## src/rtl/cdr_pi_loop_filter.sv

```systemverilog
// Second-order (proportional + integral) bang-bang CDR loop filter.
// Early/late votes are decimated, then drive a saturating frequency integrator and a wrapping phase accumulator.
module cdr_pi_loop_filter #(
    parameter int FREQ_W   = 20,
    parameter int PHASE_W  = 16,
    parameter int CODE_W   = 10,
    parameter int KP_SHIFT = 0,
    parameter int KI_SHIFT = 10,
    parameter int DECIM    = 1
) (
    input  logic              clk,
    input  logic              rst,
    input  logic              up,
    input  logic              dn,
    input  logic              en,
    input  logic              freq_hold,
    input  logic              freq_load,
    input  logic [FREQ_W-1:0] freq_load_val,
    output logic [CODE_W-1:0] code,
    output logic [FREQ_W-1:0] freq_word,
    output logic              freq_sat,
    output logic              update_strb
);

    localparam int ACC_W  = 6;
    localparam int CNT_W  = 5;
    localparam int FSUM_W = FREQ_W + 1;

    localparam logic [CNT_W-1:0]         CNT_LAST = CNT_W'(DECIM - 1);
    localparam logic signed [FREQ_W-1:0] F_MAX    = {1'b0, {(FREQ_W-1){1'b1}}};
    localparam logic signed [FREQ_W-1:0] F_MIN    = -F_MAX;
    localparam logic [FREQ_W-1:0]        F_MOST_NEG = {1'b1, {(FREQ_W-1){1'b0}}};

    logic signed [ACC_W-1:0]  acc_reg, acc_next;
    logic [CNT_W-1:0]         cnt_reg, cnt_next;
    logic signed [FREQ_W-1:0] freq_reg, freq_next;
    logic [PHASE_W-1:0]       phase_reg, phase_next;
    logic                     strb_reg;

    logic signed [ACC_W-1:0]  vote;
    logic signed [ACC_W-1:0]  s_val;
    logic signed [FSUM_W-1:0] f_sum;
    logic                     update;

    always_comb begin
        vote = '0;
        if (up && !dn)
            vote = ACC_W'(1);
        else if (dn && !up)
            vote = {ACC_W{1'b1}};
    end

    assign s_val  = acc_reg + vote;
    assign update = en && (cnt_reg == CNT_LAST);
    assign f_sum  = FSUM_W'(freq_reg) + FSUM_W'(s_val);

    always_comb begin
        acc_next   = acc_reg;
        cnt_next   = cnt_reg;
        freq_next  = freq_reg;
        phase_next = phase_reg;

        if (en) begin
            if (update) begin
                acc_next = '0;
                cnt_next = '0;
            end else begin
                acc_next = s_val;
                cnt_next = cnt_reg + 1'b1;
            end
        end

        // A preload wins over the integrator; the most negative code is folded to -MAX.
        if (freq_load) begin
            freq_next = (freq_load_val == F_MOST_NEG) ? F_MIN : $signed(freq_load_val);
        end else if (update && !freq_hold) begin
            if (f_sum > FSUM_W'(F_MAX))
                freq_next = F_MAX;
            else if (f_sum < FSUM_W'(F_MIN))
                freq_next = F_MIN;
            else
                freq_next = f_sum[FREQ_W-1:0];
        end

        // Phase uses the pre-update frequency; truncation gives the modulo wrap.
        if (update)
            phase_next = phase_reg
                       + (PHASE_W'(s_val) <<< KP_SHIFT)
                       + PHASE_W'(freq_reg >>> KI_SHIFT);
    end

    always_ff @(posedge clk) begin
        if (rst) begin
            acc_reg   <= '0;
            cnt_reg   <= '0;
            freq_reg  <= '0;
            phase_reg <= '0;
            strb_reg  <= 1'b0;
        end else begin
            acc_reg   <= acc_next;
            cnt_reg   <= cnt_next;
            freq_reg  <= freq_next;
            phase_reg <= phase_next;
            strb_reg  <= update;
        end
    end

    assign code        = phase_reg[PHASE_W-1 -: CODE_W];
    assign freq_word   = freq_reg;
    assign freq_sat    = (freq_reg == F_MAX) || (freq_reg == F_MIN);
    assign update_strb = strb_reg;

endmodule

```

## config.mk

```make
export PLATFORM = sky130hd
export DESIGN_NAME = cdr_pi_loop_filter
export DESIGN_NICKNAME = d
export VERILOG_FILES = /design/src/rtl/cdr_pi_loop_filter.sv
export SDC_FILE = /design/constraint.sdc
export NUM_CORES = 1
export LEC_CHECK = 0
export BUFFER_PORTS_ARGS = -buffer_cell sky130_fd_sc_hd__buf_4
export CAP_MARGIN = 30
export CORE_UTILIZATION = 60
export CTS_CLUSTER_DIAMETER = 80
export DETAILED_ROUTE_END_ITERATION = 10
export MAX_ROUTING_LAYER = met4
export PLACE_DENSITY = 0.81
export SETUP_SLACK_MARGIN = 0.4
export SLEW_MARGIN = 20
export SYNTH_ARGS = -nofsm -noshare
export SYNTH_HDL_FRONTEND = slang
export SYNTH_SLANG_ARGS = --single-unit
```

## constraint.sdc

```tcl
create_clock -name clk -period 6 [get_ports clk]
set_input_delay 0.6 -clock clk [delete_from_list [all_inputs] [get_ports clk]]
set_output_delay 0.6 -clock clk [all_outputs]
set_load 0.005 [all_outputs]
```

[Word-level counts from Yosys, hierarchy flattened]
Cells that the tools add are included.
Storage, ports and cells
  input bits: 27
  output and inout bits: 32
  logic and storage cells: 34
  bits in registers: 48
Cells by class
  order comparisons: 2
  multiplexer cells: 9
  add/sub/neg operators: 5
  reduce and logical (&&, ||, !) cells: 10
  eq/ne operators: 3
Operator list (count)
  20-bit two-way mux: 5
  20-bit equality test, second input constant: 3
  16-bit adder: 2
  20-bit by 6-bit adder with 21-bit output: 1
  21-bit by 20-bit > comparator with 1-bit output, second input constant: 1
  21-bit by 20-bit < comparator with 1-bit output, second input constant: 1
  6-bit two-way mux: 3
  6-bit adder: 1
  5-bit by 1-bit adder with 5-bit output, second input constant: 1
  5-bit zero test: 1
  5-bit two-way mux: 1
  1-bit logical AND: 4
  1-bit zero test: 3
  2-bit nonzero test: 1
  1-bit logical OR: 1

[Longest topological paths before layout]
  depth in word-level cells: 11
  mapped depth: 23
  mapped depth without buffers: 23

[Worst setup path after synthesis]
Ideal clock, no wire load.
  kind: input -> register
  start: input port up
  end: register phase_reg[15]
  library setup time: 0.117 ns
  arrival time: 5.398 ns
  slack: 0.485 ns
  data required time: 5.883 ns
  cell stages on the path: 22
  buffers on the path: 0
  cell sequence: inv_1 ha_1 inv_1 ha_1 nand2_1 o21ai_1 a221o_1 o21ai_1 a32oi_1 xnor2_1 inv_1 fa_1 inv_1 ha_1 or3_1 o21ai_0 o21a_1 a21oi_1 a21o_1 a21oi_1 xnor2_1 a22o_1
On the way
  cells in the longest elaborated chain, start to end: 7
  elaborated cells between the ends (all ways): 8
  those cells by class: add/sub (3); mux (2); reduce/logical (3)
Ends and longest elaborated chain
  start, declared: RTL line 13  | input logic up,
  1-bit zero test: RTL line 49  | else if (dn && !up)
  1-bit logical AND: RTL line 49
  6-bit two-way mux: RTL line 49
  6-bit two-way mux (*): RTL line 47  | if (up && !dn)
  6-bit adder (*): RTL line 53  | assign s_val = acc_reg + vote;
  16-bit adder (*): RTL line 88  | + (PHASE_W'(s_val) <<< KP_SHIFT)
  16-bit adder (*): RTL line 89  | + PHASE_W'(freq_reg >>> KI_SHIFT);
  end signal, assigned: RTL line 103  | phase_reg <= phase_next;
  end, declared: RTL line 37  | logic [PHASE_W-1:0] phase_reg, phase_next;
Mark *: on every way between the ends. The rest lies on a longest branch, timed or not.
A chain may end at the register's enable or synchronous reset.

[Final worst setup path]
  start: input port up
  end: register freq_reg[14] (netlist: freq_word[14])
On the way
  cells in the longest elaborated chain, start to end: 11
  elaborated cells between the ends (all ways): 13
  those cells by class: add/sub (2); order compare (2); mux (6); reduce/logical (3)
Ends and longest elaborated chain
  1-bit zero test: RTL line 49
  1-bit logical AND: RTL line 49
  6-bit two-way mux: RTL line 49
  6-bit two-way mux (*): RTL line 47
  6-bit adder (*): RTL line 53
  20-bit by 6-bit adder with 21-bit output (*): RTL line 55  | assign f_sum = FSUM_W'(freq_reg) + FSUM_W'(s_val);
  21-bit by 20-bit < comparator with 1-bit output: RTL line 79  | else if (f_sum < FSUM_W'(F_MIN))
  20-bit two-way mux: RTL line 79
  20-bit two-way mux (*): RTL line 77  | if (f_sum > FSUM_W'(F_MAX))
  20-bit two-way mux (*): RTL line 76  | end else if (update && !freq_hold) begin
  20-bit two-way mux (*): RTL line 74  | if (freq_load) begin
  end signal, assigned: RTL line 102  | freq_reg <= freq_next;
  end, declared: RTL line 36  | logic signed [FREQ_W-1:0] freq_reg, freq_next;
Mark *: on every way between the ends. The rest lies on a longest branch, timed or not. The select of a mux whose other input is x is not followed.

==> flow_summary.ini <==
[route]
route.vias.total = 4487
detailedRoute.firstIterationViolations = 172
vias_per_cell = 6.01
final_antenna_net_count = 0
route.detailed.drc = 0
detail_route.first_pass.iterations = 5
drt-total-wl_mm = 12.5
drt-wirelength-per-cell_um = 16.7

[floorplan]
die_w_um = 90.9
die_height_um = 90.9
ioPinCount = 59
initial_utilization = 0.616
core-area_um2 = 7690
row_count = 32
die_area_um2 = 8260

[pwr]
max-vdd-ir-drop_uv = 99.9
pwr_density_cell_nw_per_um2 = 247
static-leakage-power_uw = 0.00231

[layout]
finalNetCount = 728
largest_register_ffs = 20
utilization = 0.685
ratio_of_cells_with_drive_above_1_in_the_final_layout = 0.130
layout.filler_cells = 681
multi_input_area_um2 = 3360
antenna_cells = 0
area.growth.synth_to_final_pct = 11.2
final_common_cell = sky130_fd_sc_hd__inv_1
seq_area_um2 = 961
final_cell_mix = sky130_fd_sc_hd__inv_1, sky130_fd_sc_hd__buf_4, sky130_fd_sc_hd__dfxtp_1, sky130_fd_sc_hd__nand2_1, sky130_fd_sc_hd__nor2_1

[min_path]
whs_endpoint = phase_reg[5]
worstHoldPathCells = 2
worst_hold_path_type = reg -> reg
min_from = phase_reg[5]

[clocking]
cts_max_path_buffers = 2
post_cts_buffers = 0
cts_root_buffer = sky130_fd_sc_hd__clkbuf_8
cts_buffers = 5
clock_latency_ps = 310
clkSinkCount = 48
clock_tree_from_tritoncts = built
cts-resized-gates = 0
post_cts_hold_buffer_count = 0
clock_slew_at_the_register_clock_pins_of_the_worst_setup_and_hold_paths_ps = 100
ctsHtreeMaxLevel = 2

[timing]
fin_worst_hold_slack_ps = 465
pin_slew_with_the_least_headroom_to_its_limit_ps = 864
fin_crit_ps = 5130
rsz0062_at_grt = false
clock_skew_ps = 12.2
setup_viol_count_final = 0
setup_total_negative_slack_ps = 0
timing.final.crit_share = 0.855
report.final.slew_viol_count = 0
timing.max_slew.rel_slack = 0.422
finalHoldViolations = 0
achievable-frequency_mhz = 195

[synth]
register_bit_count_reported_by_yosys = 48
synth_top_area_cells = sky130_fd_sc_hd__dfxtp_1, sky130_fd_sc_hd__ha_1, sky130_fd_sc_hd__fa_1, sky130_fd_sc_hd__inv_1, sky130_fd_sc_hd__a21oi_1
complex_gate_fraction_of_the_synthesized_area = 0.245
synth-edff-count = 0
syn_area_per_cell_um2 = 7.81
largest_family_of_logic_cells_by_synthesized_area = compound AO/OA/AOI/OAI gates
synth.cell_area_um2 = 4740
synth_top_area_frac = 0.203
synth.mux.area_fraction = 0.00845
synth_cell_types = 63
netlist_instances = 607
synth_nets = 691
async_flop_share = 0
yosys.area_share.simple = 0.213
synth_sequential_area_ratio = 0.203
synth_area_leader_cell = sky130_fd_sc_hd__dfxtp_1
synthAdderAreaFrac = 0.177
synth_flop_cell = sky130_fd_sc_hd__dfxtp_1
post_synth_xor_area_fraction = 0.0647
synthesis.yosys.warnings = 0

[worst_setup_path]
critical_path.max_fanout = 15
timing.critical_path.from_type = input port
r2r_slack_ps = 1240
path_class = in -> reg
critical_path_required_ps = 6180
worstReg2RegEnd = freq_word[14]
rr_worst_depth = 18
worst_setup_path_end_kind = flip-flop
regToRegStartpoint = acc_reg[0]
cp.arrival_ps = 5310

[global_route]
gr-total-overflow = 0
maximum_number_of_pins_on_one_net_before_global_route_repair = 40
antenna_found_initial = 0
grt_pass1_vias = 4417
grt_pass1_wl_mm = 21.0
grt_use_total = 0.322

[run]
timing.max_cap.violations = 0

[placed_design]
place.gp.congestion = 0.941
port_buffers = 58
place.detailed.hpwl_mm = 9.86

[status]
status = complete, no violations
[cells in the mapped netlist (16+ instances only)]
| cell | number |
|---|---|
| sky130_fd_sc_hd__o21ai_0 | 27 |
| sky130_fd_sc_hd__nand2_1 | 47 |
| sky130_fd_sc_hd__inv_1 | 67 |
| sky130_fd_sc_hd__ha_1 | 40 |
| sky130_fd_sc_hd__nand4_1 | 16 |
| sky130_fd_sc_hd__o21a_1 | 19 |
| sky130_fd_sc_hd__fa_1 | 17 |
| sky130_fd_sc_hd__nor3_1 | 18 |
| sky130_fd_sc_hd__a21oi_1 | 41 |
| sky130_fd_sc_hd__clkbuf_1 | 18 |
| sky130_fd_sc_hd__xnor2_1 | 20 |
| sky130_fd_sc_hd__dfxtp_1 | 48 |
| sky130_fd_sc_hd__nor2_1 | 45 |
[through the flow]
| step | cell area, µm² | setup slack (ps) | total power [µW] | std cells |
|---|---|---|---|---|
| after floorplan | 4740 | 485 | 917 | 607 |
| after global placement | 5160 | 690 | 1060 | 738 |
| after detailed placement | 5160 | 567 | 1080 | 738 |
| after CTS | 5260 | 874 | 1300 | 746 |
| after global routing | 5270 | 540 | 1400 | 747 |
| final | 5270 | 872 | 1300 | 747 |
[metal layers]
metal | track usage | vias to the layer above | routed length [µm]
li1 | - | 2217 | -
met1 | 0.384 | 2124 | 5300
met2 | 0.571 | 126 | 6360
met3 | 0.0311 | 20 | 565
met4 | 0.0992 | 0 | 274
met5 | - | - | 0
[worst max path at each step]
stage,slack [ps],from,end
2_1_floorplan,490,up,phase_reg[15]
3_3_place_gp,690,up,freq_word[13]
3_5_place_dp,570,up,freq_word[13]
4_1_cts,870,up,freq_word[13]
5_1_grt,540,up,freq_word[7]
6_report,870,up,freq_word[14]
[critical path, stage by stage]
cell and delay [ps]:
sky130_fd_sc_hd__buf_4 110, sky130_fd_sc_hd__inv_1 70, sky130_fd_sc_hd__ha_1 440, sky130_fd_sc_hd__o21ai_1 150, sky130_fd_sc_hd__a221o_1 370, sky130_fd_sc_hd__o21ai_1 140
sky130_fd_sc_hd__a32oi_1 140, sky130_fd_sc_hd__xnor2_1 450, sky130_fd_sc_hd__buf_4 320, sky130_fd_sc_hd__ha_1 330, sky130_fd_sc_hd__a211oi_2 250, sky130_fd_sc_hd__nor2_1 90
sky130_fd_sc_hd__o41a_1 320, sky130_fd_sc_hd__a21oi_2 170, sky130_fd_sc_hd__nand2_1 120, sky130_fd_sc_hd__a211oi_2 330, sky130_fd_sc_hd__nand3_1 460, sky130_fd_sc_hd__a32oi_1 350
sky130_fd_sc_hd__o31ai_1 90
[cell type report]
type / instances / area share
sequential: 48 / 0.182
clock inverter: 2 / 0.00285
multi-input combinational: 460 / 0.638
timing repair buffer: 62 / 0.0891
clock buffer: 6 / 0.0157
inverter: 67 / 0.0477
tap: 102 / 0.0242
[where the power goes]
group          total [µW]  internal (µW)  switching (µW)
sequential            405            360            45.2
clock                 215           93.6             121
combinational         680            301             379
[kinds of logic after synthesis]
logic type                 after synthesis
adders and majority gates               57
xor gates and xnor gates                35
and+or+nand+nor                        195
buffers and inverters                   99
DFF                                     48
muxes                                    4
AOI/OAI and AO/OA                      169
No activity file was read; power rests on OpenSTA's default activity.
